### src/rtl/unidade_controle_multiciclo_pkg.sv
// ============================================================================
// Module      : unidade_controle_multiciclo_pkg
// Description : Shared constants and types for the multi-cycle MIPS-subset
//               control unit: opcodes, ALU/mux select encodings, state enum
//               and the packed control word.
// Revision    : 1.0 - initial release
// ============================================================================
`default_nettype none

package unidade_controle_multiciclo_pkg;

    // Instruction opcodes (instr[31:26])
    localparam logic [5:0] OP_RTYPE = 6'b000000;
    localparam logic [5:0] OP_LW    = 6'b100011;
    localparam logic [5:0] OP_SW    = 6'b101011;
    localparam logic [5:0] OP_BEQ   = 6'b000100;
    localparam logic [5:0] OP_ADDI  = 6'b001000;
    localparam logic [5:0] OP_J     = 6'b010010;

    // aluOp encodings
    localparam logic [1:0] ALU_ADD   = 2'b00;
    localparam logic [1:0] ALU_SUB   = 2'b01;
    localparam logic [1:0] ALU_FUNCT = 2'b10;

    // aluSrcB select encodings
    localparam logic [1:0] SRCB_REGB   = 2'b00;
    localparam logic [1:0] SRCB_FOUR   = 2'b01;
    localparam logic [1:0] SRCB_IMM    = 2'b10;
    localparam logic [1:0] SRCB_IMM_SH = 2'b11;

    // pcSource select encodings
    localparam logic [1:0] PC_ALU    = 2'b00;
    localparam logic [1:0] PC_ALUOUT = 2'b01;
    localparam logic [1:0] PC_JUMP   = 2'b10;

    // Controller states; S_TRAP is only reachable with ILLEGAL_TRAP_EN
    typedef enum logic [3:0] {
        S_FETCH  = 4'd0,
        S_DECODE = 4'd1,
        S_MEMADR = 4'd2,
        S_MEMRD  = 4'd3,
        S_MEMWB  = 4'd4,
        S_MEMWR  = 4'd5,
        S_EXEC   = 4'd6,
        S_ALUWB  = 4'd7,
        S_BRANCH = 4'd8,
        S_ADDIEX = 4'd9,
        S_ADDIWB = 4'd10,
        S_JUMP   = 4'd11,
        S_TRAP   = 4'd12
    } state_e;

    // Complete datapath control word, decoded from the state register
    typedef struct packed {
        logic       pcWrite;
        logic       pcWriteCond;
        logic       iorD;
        logic       memRead;
        logic       memWrite;
        logic       irWrite;
        logic       memToReg;
        logic       regDst;
        logic       regWrite;
        logic       aluSrcA;
        logic [1:0] aluSrcB;
        logic [1:0] aluOp;
        logic [1:0] pcSource;
        logic       instrDone;
    } ctrl_t;

endpackage

`default_nettype wire

### src/rtl/unidade_controle_multiciclo_if.sv
// ============================================================================
// Module      : unidade_controle_multiciclo_if
// Description : Controller <-> datapath bundle. master = control unit,
//               slave = datapath/observer. illegalInstr is present only when
//               ILLEGAL_TRAP_EN is defined.
// Revision    : 1.0 - initial release
// ============================================================================
`default_nettype none

interface unidade_controle_multiciclo_if #(
    parameter int INSTR_CNT_W = 32
);
    logic [5:0]             opcode;
    logic                   memReady;
    logic                   pcWrite;
    logic                   pcWriteCond;
    logic                   iorD;
    logic                   memRead;
    logic                   memWrite;
    logic                   irWrite;
    logic                   memToReg;
    logic                   regDst;
    logic                   regWrite;
    logic                   aluSrcA;
    logic [1:0]             aluSrcB;
    logic [1:0]             aluOp;
    logic [1:0]             pcSource;
    logic [3:0]             state;
    logic                   instrDone;
    logic [INSTR_CNT_W-1:0] instrCount;
`ifdef ILLEGAL_TRAP_EN
    logic                   illegalInstr;
`endif

    modport master (
`ifdef ILLEGAL_TRAP_EN
        output illegalInstr,
`endif
        input  opcode, memReady,
        output pcWrite, pcWriteCond, iorD, memRead, memWrite, irWrite,
               memToReg, regDst, regWrite, aluSrcA, aluSrcB, aluOp,
               pcSource, state, instrDone, instrCount
    );

    modport slave (
`ifdef ILLEGAL_TRAP_EN
        input  illegalInstr,
`endif
        output opcode, memReady,
        input  pcWrite, pcWriteCond, iorD, memRead, memWrite, irWrite,
               memToReg, regDst, regWrite, aluSrcA, aluSrcB, aluOp,
               pcSource, state, instrDone, instrCount
    );
endinterface

`default_nettype wire

### src/rtl/unidade_controle_multiciclo_instr_counter.sv
// ============================================================================
// Module      : instr_counter
// Description : Wrapping up-counter with synchronous active-high reset and
//               increment enable.
// Revision    : 1.0 - initial release
// ============================================================================
`default_nettype none

module instr_counter #(
    parameter int WIDTH = 32
) (
    input  wire logic             clk,
    input  wire logic             rst,
    input  wire logic             i_inc,
    output logic [WIDTH-1:0]      o_count
);
    logic [WIDTH-1:0] count_q;
    logic [WIDTH-1:0] count_d;

    // Next count: add one when enabled, natural wrap at 2^WIDTH
    always_comb begin
        count_d = count_q;
        if (i_inc) begin
            count_d = count_q + WIDTH'(1);
        end
    end

    // Count register
    always_ff @(posedge clk) begin
        if (rst) begin
            count_q <= '0;
        end else begin
            count_q <= count_d;
        end
    end

    assign o_count = count_q;
endmodule

`default_nettype wire

### src/rtl/unidade_controle_multiciclo.sv
// ============================================================================
// Module      : unidade_controle_multiciclo
// Description : Multi-cycle control FSM for the MIPS-subset CPU (R-type, LW,
//               SW, BEQ, ADDI, J) with memory wait-state handshake and a
//               retired-instruction counter.
//               Optional macro ILLEGAL_TRAP_EN: unknown opcodes trap in
//               state 12 (illegalInstr=1) until reset instead of acting as NOP.
// Revision    : 1.0 - initial release
// ============================================================================
`default_nettype none

module unidade_controle_multiciclo
    import unidade_controle_multiciclo_pkg::*;
#(
    parameter int INSTR_CNT_W = 32
) (
    input  wire logic                    clk,
    input  wire logic                    reset,
    unidade_controle_multiciclo_if.master bus
);
    state_e state_q;
    state_e state_d;
    ctrl_t  w_ctrl;
`ifdef ILLEGAL_TRAP_EN
    logic   w_illegal;
`endif

    // State register
    always_ff @(posedge clk) begin
        if (reset) begin
            state_q <= S_FETCH;
        end else begin
            state_q <= state_d;
        end
    end

    // Next-state and control decode; reset masks every control so an
    // abandoned instruction cannot write anything
    always_comb begin
        state_d = S_FETCH;
        w_ctrl  = '0;
`ifdef ILLEGAL_TRAP_EN
        w_illegal = 1'b0;
`endif
        case (state_q)
            S_FETCH: begin
                w_ctrl.memRead = 1'b1;
                w_ctrl.aluSrcB = SRCB_FOUR;
                w_ctrl.irWrite = bus.memReady;
                w_ctrl.pcWrite = bus.memReady;
                state_d        = bus.memReady ? S_DECODE : S_FETCH;
            end
            S_DECODE: begin
                // Branch target precomputed into ALUOut
                w_ctrl.aluSrcB = SRCB_IMM_SH;
                case (bus.opcode)
                    OP_RTYPE:     state_d = S_EXEC;
                    OP_LW, OP_SW: state_d = S_MEMADR;
                    OP_BEQ:       state_d = S_BRANCH;
                    OP_ADDI:      state_d = S_ADDIEX;
                    OP_J:         state_d = S_JUMP;
`ifdef ILLEGAL_TRAP_EN
                    default:      state_d = S_TRAP;
`else
                    default:      state_d = S_FETCH;
`endif
                endcase
            end
            S_MEMADR: begin
                w_ctrl.aluSrcA = 1'b1;
                w_ctrl.aluSrcB = SRCB_IMM;
                state_d        = (bus.opcode == OP_LW) ? S_MEMRD : S_MEMWR;
            end
            S_MEMRD: begin
                w_ctrl.memRead = 1'b1;
                w_ctrl.iorD    = 1'b1;
                state_d        = bus.memReady ? S_MEMWB : S_MEMRD;
            end
            S_MEMWB: begin
                w_ctrl.memToReg  = 1'b1;
                w_ctrl.regWrite  = 1'b1;
                w_ctrl.instrDone = 1'b1;
            end
            S_MEMWR: begin
                w_ctrl.memWrite  = 1'b1;
                w_ctrl.iorD      = 1'b1;
                w_ctrl.instrDone = bus.memReady;
                state_d          = bus.memReady ? S_FETCH : S_MEMWR;
            end
            S_EXEC: begin
                w_ctrl.aluSrcA = 1'b1;
                w_ctrl.aluSrcB = SRCB_REGB;
                w_ctrl.aluOp   = ALU_FUNCT;
                state_d        = S_ALUWB;
            end
            S_ALUWB: begin
                w_ctrl.regDst    = 1'b1;
                w_ctrl.regWrite  = 1'b1;
                w_ctrl.instrDone = 1'b1;
            end
            S_BRANCH: begin
                w_ctrl.aluSrcA     = 1'b1;
                w_ctrl.aluSrcB     = SRCB_REGB;
                w_ctrl.aluOp       = ALU_SUB;
                w_ctrl.pcWriteCond = 1'b1;
                w_ctrl.pcSource    = PC_ALUOUT;
                w_ctrl.instrDone   = 1'b1;
            end
            S_ADDIEX: begin
                w_ctrl.aluSrcA = 1'b1;
                w_ctrl.aluSrcB = SRCB_IMM;
                state_d        = S_ADDIWB;
            end
            S_ADDIWB: begin
                w_ctrl.regWrite  = 1'b1;
                w_ctrl.instrDone = 1'b1;
            end
            S_JUMP: begin
                w_ctrl.pcWrite   = 1'b1;
                w_ctrl.pcSource  = PC_JUMP;
                w_ctrl.instrDone = 1'b1;
            end
`ifdef ILLEGAL_TRAP_EN
            S_TRAP: begin
                w_illegal = 1'b1;
                state_d   = S_TRAP;
            end
`endif
            default: begin
                // Unreachable encodings recover to FETCH with controls idle
                state_d = S_FETCH;
            end
        endcase

        if (reset) begin
            w_ctrl = '0;
`ifdef ILLEGAL_TRAP_EN
            w_illegal = 1'b0;
`endif
        end
    end

    assign bus.pcWrite     = w_ctrl.pcWrite;
    assign bus.pcWriteCond = w_ctrl.pcWriteCond;
    assign bus.iorD        = w_ctrl.iorD;
    assign bus.memRead     = w_ctrl.memRead;
    assign bus.memWrite    = w_ctrl.memWrite;
    assign bus.irWrite     = w_ctrl.irWrite;
    assign bus.memToReg    = w_ctrl.memToReg;
    assign bus.regDst      = w_ctrl.regDst;
    assign bus.regWrite    = w_ctrl.regWrite;
    assign bus.aluSrcA     = w_ctrl.aluSrcA;
    assign bus.aluSrcB     = w_ctrl.aluSrcB;
    assign bus.aluOp       = w_ctrl.aluOp;
    assign bus.pcSource    = w_ctrl.pcSource;
    assign bus.instrDone   = w_ctrl.instrDone;
    assign bus.state       = state_q;
`ifdef ILLEGAL_TRAP_EN
    assign bus.illegalInstr = w_illegal;
`endif

    instr_counter #(
        .WIDTH (INSTR_CNT_W)
    ) u_instr_counter (
        .clk     (clk),
        .rst     (reset),
        .i_inc   (w_ctrl.instrDone),
        .o_count (bus.instrCount)
    );
endmodule

`default_nettype wire

### src/flat_wrapper.sv
// flat-port wrapper written by rule: the top's interface ports become plain ports
module unidade_controle_multiciclo_flat import unidade_controle_multiciclo_pkg::*;
#(
    parameter int INSTR_CNT_W = 32
)
  (clk, reset, bus_opcode, bus_memReady, bus_pcWrite, bus_pcWriteCond, bus_iorD, bus_memRead, bus_memWrite, bus_irWrite, bus_memToReg, bus_regDst, bus_regWrite, bus_aluSrcA, bus_aluSrcB, bus_aluOp, bus_pcSource, bus_state, bus_instrDone, bus_instrCount);
  unidade_controle_multiciclo_if #(.INSTR_CNT_W(INSTR_CNT_W)) bus_i ();
  input  wire logic clk;
  input  wire logic reset;
  input wire logic [$bits(bus_i.opcode)-1:0] bus_opcode;
  input wire logic [$bits(bus_i.memReady)-1:0] bus_memReady;
  output wire logic [$bits(bus_i.pcWrite)-1:0] bus_pcWrite;
  output wire logic [$bits(bus_i.pcWriteCond)-1:0] bus_pcWriteCond;
  output wire logic [$bits(bus_i.iorD)-1:0] bus_iorD;
  output wire logic [$bits(bus_i.memRead)-1:0] bus_memRead;
  output wire logic [$bits(bus_i.memWrite)-1:0] bus_memWrite;
  output wire logic [$bits(bus_i.irWrite)-1:0] bus_irWrite;
  output wire logic [$bits(bus_i.memToReg)-1:0] bus_memToReg;
  output wire logic [$bits(bus_i.regDst)-1:0] bus_regDst;
  output wire logic [$bits(bus_i.regWrite)-1:0] bus_regWrite;
  output wire logic [$bits(bus_i.aluSrcA)-1:0] bus_aluSrcA;
  output wire logic [$bits(bus_i.aluSrcB)-1:0] bus_aluSrcB;
  output wire logic [$bits(bus_i.aluOp)-1:0] bus_aluOp;
  output wire logic [$bits(bus_i.pcSource)-1:0] bus_pcSource;
  output wire logic [$bits(bus_i.state)-1:0] bus_state;
  output wire logic [$bits(bus_i.instrDone)-1:0] bus_instrDone;
  output wire logic [$bits(bus_i.instrCount)-1:0] bus_instrCount;
  assign bus_i.opcode = bus_opcode;
  assign bus_i.memReady = bus_memReady;
  assign bus_pcWrite = bus_i.pcWrite;
  assign bus_pcWriteCond = bus_i.pcWriteCond;
  assign bus_iorD = bus_i.iorD;
  assign bus_memRead = bus_i.memRead;
  assign bus_memWrite = bus_i.memWrite;
  assign bus_irWrite = bus_i.irWrite;
  assign bus_memToReg = bus_i.memToReg;
  assign bus_regDst = bus_i.regDst;
  assign bus_regWrite = bus_i.regWrite;
  assign bus_aluSrcA = bus_i.aluSrcA;
  assign bus_aluSrcB = bus_i.aluSrcB;
  assign bus_aluOp = bus_i.aluOp;
  assign bus_pcSource = bus_i.pcSource;
  assign bus_state = bus_i.state;
  assign bus_instrDone = bus_i.instrDone;
  assign bus_instrCount = bus_i.instrCount;
  unidade_controle_multiciclo #(.INSTR_CNT_W(INSTR_CNT_W)) u_core (.clk(clk), .reset(reset), .bus(bus_i));
endmodule
### config.mk
export PLATFORM = sky130hd
export DESIGN_NAME = unidade_controle_multiciclo_flat
export DESIGN_NICKNAME = d
export VERILOG_FILES = /design/src/rtl/unidade_controle_multiciclo_pkg.sv /design/src/rtl/unidade_controle_multiciclo_if.sv /design/src/rtl/unidade_controle_multiciclo_instr_counter.sv /design/src/rtl/unidade_controle_multiciclo.sv /design/src/flat_wrapper.sv
export SDC_FILE = /design/constraint.sdc
export NUM_CORES = 1
export LEC_CHECK = 0
export BUFFER_PORTS_ARGS = -buffer_cell sky130_fd_sc_hd__buf_4
export CAP_MARGIN = 20
export CORE_MARGIN = 2
export CORE_UTILIZATION = 52
export CTS_CLUSTER_SIZE = 12
export DETAILED_ROUTE_END_ITERATION = 10
export GPL_ROUTABILITY_DRIVEN = 0
export GPL_TIMING_DRIVEN = 1
export MAX_ROUTING_LAYER = met4
export PLACE_DENSITY = 0.8
export REMOVE_ABC_BUFFERS = 1
export SYNTH_ARGS = -nofsm -noshare
export SYNTH_HDL_FRONTEND = slang
export SYNTH_SLANG_ARGS = --single-unit
### constraint.sdc
create_clock -name clk -period 2.8 [get_ports clk]
set_input_delay 0.14 -clock clk [delete_from_list [all_inputs] [get_ports clk]]
set_output_delay 0.14 -clock clk [all_outputs]
set_load 0.005 [all_outputs]
Word-level counts from Yosys, hierarchy flattened
Cells that the tools add are included.

Register bits: 36. Input bits: 9. Word-level logic and storage cells: 49.

Add/subtract/negate cells: 1. Equal/unequal tests: 16. Multiplexer cells: 21. Reduce and logical (&&, ||, !) cells: 9.

Operators with widths (count): $add 32x1->32 const B (1); $pmux 4 s7 (1); $pmux 4 s5 (1); $mux 17 (1); $eq 4x3->1 const B (4); $eq 4x4->1 const B (4); $eq 6x6->1 const B (2); $mux 1 (10); $mux 3 (3); $eq 4x2->1 const B (2); $pmux 2 s2 (2); $reduce_or 2->1 (4); $eq 6x3->1 const B (1); $eq 6x4->1 const B (1); $eq 6x5->1 const B (1); $logic_not 6->1 (1); $pmux 2 s3 (1); $reduce_or 5->1 (1); $eq 4x1->1 const B (1); $logic_not 4->1 (1); $pmux 1 s2 (2); $reduce_or 4->1 (1); $reduce_or 3->1 (1).

Depth between registers and ports, before layout
Gate-level depths: netlist of the first run.

Depth after elaboration: 4. Mapped depth: 8. Depth with buffers taken out: 6.

By module
Synthesis of the first run repeated with hierarchy kept, for this count alone.

Cells, all modules: 264. Area total of the unflattened synthesis: 2129.5 um^2.

Modules (own cells, without submodules): instr_counter (times used 1, cells an instance 181, area an instance 1564.0 um^2, seq. area each 640.6 um^2); unidade_controle_multiciclo (times used 1, cells an instance 83, area an instance 565.5 um^2, seq. area each 80.1 um^2).

Worst setup path after synthesis of the first run
Ideal clock, no wire load.

Path type: reg-to-reg. Start point: register u_core.u_instr_counter.count_q[0] (netlist: u_core.u_instr_counter.o_count[0]). End point: register u_core.u_instr_counter.count_q[28] (netlist: u_core.u_instr_counter.o_count[28]). Library setup time: 70 ps. Data arrival time: 1931 ps. Data required time: 2730 ps. Path slack: 799 ps. Stages on the path, launching flop included: 7. Path buffers: 0. Period minus slack after synthesis: 2001 ps. Cells stage by stage: dfxtp_1 > ha_1 > and4_1 > nand3_1 > or4_4 > or4_1 > a21oi_1.

Cells in the longest elaborated chain, start to end: 1.

RTL lines: start: declaration (RTL line unidade_controle_multiciclo_instr_counter.sv:17) `logic [WIDTH-1:0] count_q;`; start signal: assignment (RTL line unidade_controle_multiciclo_instr_counter.sv:33) `count_q <= count_d;`; $add 32x1->32 (RTL line unidade_controle_multiciclo_instr_counter.sv:24) `count_d = count_q + WIDTH'(1);`.

No other way between the ends. A chain may end at the register's enable or synchronous reset.

Worst setup path after layout of the first run
Start point: register u_core.state_q[0] (netlist: u_core.bus.state[0]). End point: register u_core.u_instr_counter.count_q[19] (netlist: u_core.u_instr_counter.o_count[19]).

Cells in the longest elaborated chain, start to end: 4. Elaborated cells on any way between the ends: 9. Classes of those cells: 6 x eq/ne; 2 x mux; 1 x reduce/logical.

RTL lines: start: declaration (RTL line unidade_controle_multiciclo.sv:21) `state_e state_q;`; start signal: assignment (RTL line unidade_controle_multiciclo.sv:33) `state_q <= state_d;`; $eq 4x3->1 or $eq 4x4->1 (tied branches) (RTL line unidade_controle_multiciclo.sv:45) `case (state_q)`; $reduce_or 5->1 (no source line); $pmux 1 s2 (*) (RTL line unidade_controle_multiciclo.sv:45); $mux 17 (*) (RTL line unidade_controle_multiciclo.sv:135) `if (reset) begin`.

Every way passes the cells marked *; elsewhere a longest branch is shown, timed or not.

==> results.toml, run 1 <==
[critical_path]
worstPathCellList = "nand2b_2 > a21oi_2 > or3_1 > or4_1 > a21oi_1"
r2r_slack_ns = 0.32
cp-start-kind = "flip-flop"
critPathCaptureType = "flip-flop"
rr_endpoint = "u_core.u_instr_counter.o_count[19]"
ff2ff_path_depth = 5
worstPathRequired_ns = 3.02
timing.rr.start = "u_core.bus.state[0]"
cp.arrival_ns = 2.70
critPathMaxFanout = 19
crit_path_max_incr_delay_ns = 0.65
crit_type = "reg2reg"
crit_slowest_cell = "or3_1"

[sta]
finalCritPeriodShare = 0.886
setup_viol = 0
holdWs_ns = 0.227
finalSetupTns_ns = 0
rsz0062_at_grt = "false"
period_minus_slack_ns = 2.48
slew_headroom = 0.567
finalClockSkew_ns = 0.00237
hold_viol = 0
tightestPinTransition_ns = 0.649
drv_slew = 0
worst_slack_ns = 0.320
fmax_mhz = 403

[clock_tree]
clkLatencyLatePin_ns = 0.29
ctsHtreeMaxLevel = 2
cts-root-buf = "clkbuf_8"
cts_tree = "built"
cts_resized = 0
cts_sinks = 36
cts_buffers = 5
path_clk_slew_ns = 0.07
holdBufCountCts = 0
cts_setup_buffers = 0
clk_path_buf_depth = 2

[route]
route.vias.total = 2196
viasPerCell = 5.82
wl_per_cell_microns = 13.9
drt_iter0_markers = 118
wirelength_microns = 5230
drtAntennaViolNets = 0
drc = 0
drt_pass1_iterations = 4

[floorplanning]
initial_core_util = 0.534
ios = 62
dieArea_sq_um = 4600
placementRows = 23
coreArea_sq_um = 3970
die_w_microns = 67.9
die_y_microns = 67.9

[synthesis]
yosys-top-cells-count = "dfxtp_1, nor2_1, a21oi_1"
syn_area_per_cell_sq_um = 7.80
post-synth-top-count-cell = "dfxtp_1"
async_reset_ff_frac = 0
netlist_area_sq_um = 2120
yosysSeqAreaShare = 0.340
synth_warnings = 0
ys.flop_type = "dfxtp_1"
ys_types = 47
ys_ff_latch = 36
synth_top_area_frac = 0.340
syn_inst = 272
synth_area_leaders = "dfxtp_1, a21oi_1, nor2_1"
synth_area_leader_cell = "dfxtp_1"
synth-edff-count = 0

[final_layout]
drive_above_1_share = 0.257
stdcell_area_sq_um = 2660
seqCellArea_sq_um = 721
fillCellCount = 340
antenna_cells = 0
num-nets-final = 337
syn_to_final_growth_pct = 25.4
multi_input_area_sq_um = 1280

[power]
power_mw = 0.930
power.internal_mw = 0.710
vdd_drop_max_mv = 0.347
powerDensity_nw_per_um2 = 350
switching_share = 0.236
seqPwrFrac = 0.556
netSwitchingPower_mw = 0.220
leakagePower_nw = 0.977
p_clk_frac = 0.376
p_comb_frac = 0.068

[global_routing]
grt_pass1_vias = 1860
grt_usage = 0.244
grt_overflow = 0
grt_max_degree = 46
grt_pass1_wl_microns = 8340
antenna_found_initial = 0

[place]
placed_area_sq_um = 2580
dpl.hpwl_microns = 3710
pre_cts_ws_ns = 0.373
io_buffer_count = 61

[outcome]
outcome = "completed"

[job]
max-cap-violations = 0

[min_path]
hold_end = "u_core.bus.state[0]"
holdCritStartpoint = "bus_memReady"
holdPathStages = 4
hold_class = "in2reg"
==> power by group through the flow <==
stage | Clock, mW | Combinational [mW] | Sequential (mW)
after floorplan | 0 | 0.0252 | 0.529
after global placement | 0 | 0.0619 | 0.528
after detailed placement | 0 | 0.0625 | 0.529
after CTS | 0.358 | 0.0628 | 0.517
after global routing | 0.376 | 0.0699 | 0.517
final | 0.350 | 0.0632 | 0.517
==> worst max-delay path by stage <==
stage,start,endpoint,slack (ns),depth (start not counted)
2_1_floorplan,u_core.bus.state[1],u_core.u_instr_counter.o_count[28],0.41,5
3_3_place_gp,u_core.bus.state[0],u_core.u_instr_counter.o_count[19],0.47,5
3_5_place_dp,u_core.bus.state[0],u_core.u_instr_counter.o_count[19],0.37,5
4_1_cts,u_core.bus.state[0],u_core.u_instr_counter.o_count[19],0.35,5
5_1_grt,u_core.bus.state[0],u_core.u_instr_counter.o_count[14],0.18,5
6_report,u_core.bus.state[0],u_core.u_instr_counter.o_count[19],0.32,5
==> registers in the layout, indices dropped and copies added, names as in the netlist <==
name and cells:
u_core.u_instr_counter.o_count 32, u_core.bus.state 4
==> cells in the final DEF, fill, tap and decap left out, types with 6 or more instances in the layout <==
master,synthesis,layout
or3_1,12,12
inv_1,6,6
o21ai_0,9,9
buf_4,2,66
xnor2_1,12,12
o31ai_1,9,9
a21oi_1,26,26
dfxtp_1,36,36
nor4_1,11,11
or4_1,9,9
nand2b_1,6,6
nand4_1,7,7
nand3_1,12,12
nand2_1,15,15
nor2_1,29,29
nor3_1,8,8
==> layer usage <==
layer	global-route usage	wire (microns)	vias to the layer above
met3	0.0526	243	6
met2	0.409	2480	52
met1	0.296	2460	1031
li1	-	-	1107
met4	0.0750	46	0
met5	-	0	-
==> stage by stage <==
step | utilization | std cells
after floorplan | - | 254
after global placement | 0.650 | 370
after detailed placement | 0.650 | 370
after CTS | 0.670 | 377
after global routing | 0.670 | 377
final | 0.670 | 377
==> cell type report <==
cell class                 count  area share
inverter                       6     0.00847
timing repair buffer          66       0.186
tap                           50      0.0235
clock buffer                   6      0.0273
clock inverter                 1     0.00188
sequential                    36       0.271
multi-input combinational    212       0.481
==> critical path, delay by kind of cell, from the launching register on <==
kind	cells	cell delay [ns]
AOI/OAI and AO/OA	2	0.36
DFF	1	0.55
and+or+nand+nor	3	1.49
==> cells by family (layout without fill, tap and decap cells) <==
| logic type | count (synthesis) | after routing | share of synthesized area |
|---|---|---|---|
| and+or+nand+nor | 136 | 136 | 0.363 |
| AOI/OAI and AO/OA | 60 | 60 | 0.172 |
| DFF | 36 | 36 | 0.340 |
| buffers and inverters | 24 | 79 | 0.0566 |
| xor gates and xnor gates | 14 | 14 | 0.0578 |
| adders and majority gates | 1 | 1 | 0.00590 |
| muxes | 1 | 1 | 0.00472 |
(Power assumes the default switching activity.)
==> inputs of run 2 (changes only) <==
--- a/config.mk
+++ b/config.mk
@@ -7,14 +7,15 @@
 export LEC_CHECK = 0
 export BUFFER_PORTS_ARGS = -buffer_cell sky130_fd_sc_hd__buf_4
 export CAP_MARGIN = 20
+export CORE_ASPECT_RATIO = 0.75
 export CORE_MARGIN = 2
-export CORE_UTILIZATION = 52
+export CORE_UTILIZATION = 47
 export CTS_CLUSTER_SIZE = 12
 export DETAILED_ROUTE_END_ITERATION = 10
 export GPL_ROUTABILITY_DRIVEN = 0
 export GPL_TIMING_DRIVEN = 1
 export MAX_ROUTING_LAYER = met4
-export PLACE_DENSITY = 0.8
+export PLACE_DENSITY = 0.76
 export REMOVE_ABC_BUFFERS = 1
 export SYNTH_ARGS = -nofsm -noshare
 export SYNTH_HDL_FRONTEND = slang
==> constraint.sdc (replaced) <==
create_clock -name clk -period 2.1 [get_ports clk]
set_input_delay 0.105 -clock clk [delete_from_list [all_inputs] [get_ports clk]]
set_output_delay 0.105 -clock clk [all_outputs]
set_load 0.005 [all_outputs]
==> results.toml, run 2 (synthesis results as in run 1) <==
[outcome]
outcome = "completed"

[sta]
fmax_mhz = 487
rsz0062_at_grt = "true"
setup_viol = 0
hold_viol = 0
tightestPinTransition_ns = 0.507
finalClockSkew_ns = 0.00319
drv_slew = 0
worst_slack_ns = 0.0483
slew_headroom = 0.659
period_minus_slack_ns = 2.05
holdWs_ns = 0.166
finalCritPeriodShare = 0.977

[final_layout]
num-nets-final = 365
final_util = 0.660
fillCellCount = 373
layout.cells.non_filler = 412
syn_to_final_growth_pct = 36.6
drive_above_1_share = 0.332
final_cell_mix = "buf_4, dfxtp_1, nor2_1"
largest_reg_flops = 32
antenna_cells = 0
layout_commonest_cell = "buf_4"

[floorplanning]
dieArea_sq_um = 5070
ios = 62
coreArea_sq_um = 4390
initial_core_util = 0.483
die_w_microns = 81.6
die_y_microns = 62.2
placementRows = 21

[critical_path]
critPathMaxFanout = 5
crit_slowest_cell = "or4_4"
cp.arrival_ns = 2.27
cp-start-kind = "flip-flop"
critPathCaptureType = "flip-flop"
crit_path_max_incr_delay_ns = 0.57
worstPathCellList = "nor2b_1 > a22o_1 > or4_4 > or4_1 > a21oi_2"
worstPathRequired_ns = 2.32
crit_type = "reg2reg"

[place]
dpl.hpwl_microns = 4070
dp_cells = 403
io_buffer_count = 61
pre_cts_ws_ns = 0.0361

[global_routing]
grt_max_degree = 46
antenna_found_initial = 0
grt_pass1_wl_microns = 9130
grt_overflow = 0
grt_usage = 0.231
grt_pass1_vias = 1948

[clock_tree]
ctsHtreeMaxLevel = 2
clk_path_buf_depth = 2
cts_tree = "built"
cts-root-buf = "clkbuf_8"
path_clk_slew_ns = 0.07
clkLatencyLatePin_ns = 0.28
cts_buffers = 5
cts_sinks = 36

[route]
viasPerCell = 5.54
drtAntennaViolNets = 0
drc = 0
route.vias.total = 2284
drt_pass1_iterations = 4
wl_per_cell_microns = 13.2
drt_iter0_markers = 140
wirelength_microns = 5440

[min_path]
hold_class = "in2reg"

[power]
powerDensity_nw_per_um2 = 429
vdd_drop_max_mv = 0.237
leakagePower_nw = 1.12

[job]
max-cap-violations = 0
run 2: path summary, 6_finish.rpt:
kind / from / endpoint / slack [ns] / cells past startpoint
max: u_core.bus.state[0] / u_core.u_instr_counter.o_count[28] / 0.05 / 5
min reg2reg: u_core.u_instr_counter.o_count[1] / u_core.u_instr_counter.o_count[1] / 0.50 / 2
min: bus_memReady / u_core.bus.state[0] / 0.17 / 4
max reg2reg: u_core.bus.state[0] / u_core.u_instr_counter.o_count[28] / 0.05 / 5
run 2: what timing repair did:
item,in CTS,in global routing
setup buffers,0,2
gates resized for setup,0,6
hold buffers,0,0
endpoints found under the hold margin,0,0
endpoints found under the setup margin,0,13
run 2: cell type report:
class | count | area [sq um] | share of cell area
multi-input combinational | 212 | 1300 | 0.448
sequential | 36 | 722 | 0.249
timing repair buffer | 94 | 706 | 0.244
clock buffer | 6 | 72.6 | 0.0250
tap | 57 | 71.3 | 0.0246
inverter | 6 | 22.5 | 0.00777
clock inverter | 1 | 5.00 | 0.00173
run 2: through the flow:
step / setup TNS (ns) / power, mW / instance area [sq um]
2_1_floorplan: -3.06 / 0.738 / 2020
3_3_place_gp: 0 / 0.795 / 2790
3_5_place_dp: 0 / 0.796 / 2790
4_1_cts: 0 / 1.25 / 2860
5_1_grt: -0.0509 / 1.29 / 2900
6_report: 0 / 1.24 / 2900
run 2: where the power goes:
part           switching (mW)  internal, mW
sequential            0.00176         0.684
combinational          0.0518        0.0442
clock                   0.237         0.225
total                   0.291         0.954
run 2: critical path, delay by kind of cell, from the launching register on:
kind,cells,cell delay (ns)
simple gates,3,1.27
compound gates,2,0.38
flops,1,0.34
run 2: per-layer routing:
layer  global-route usage  up-vias  wire [microns]
met5                    -        -               0
li1                     -     1169               -
met4               0.0636        0              64
met3               0.0436        8             275
met2                0.296       54            2260
met1                0.362     1053            2840
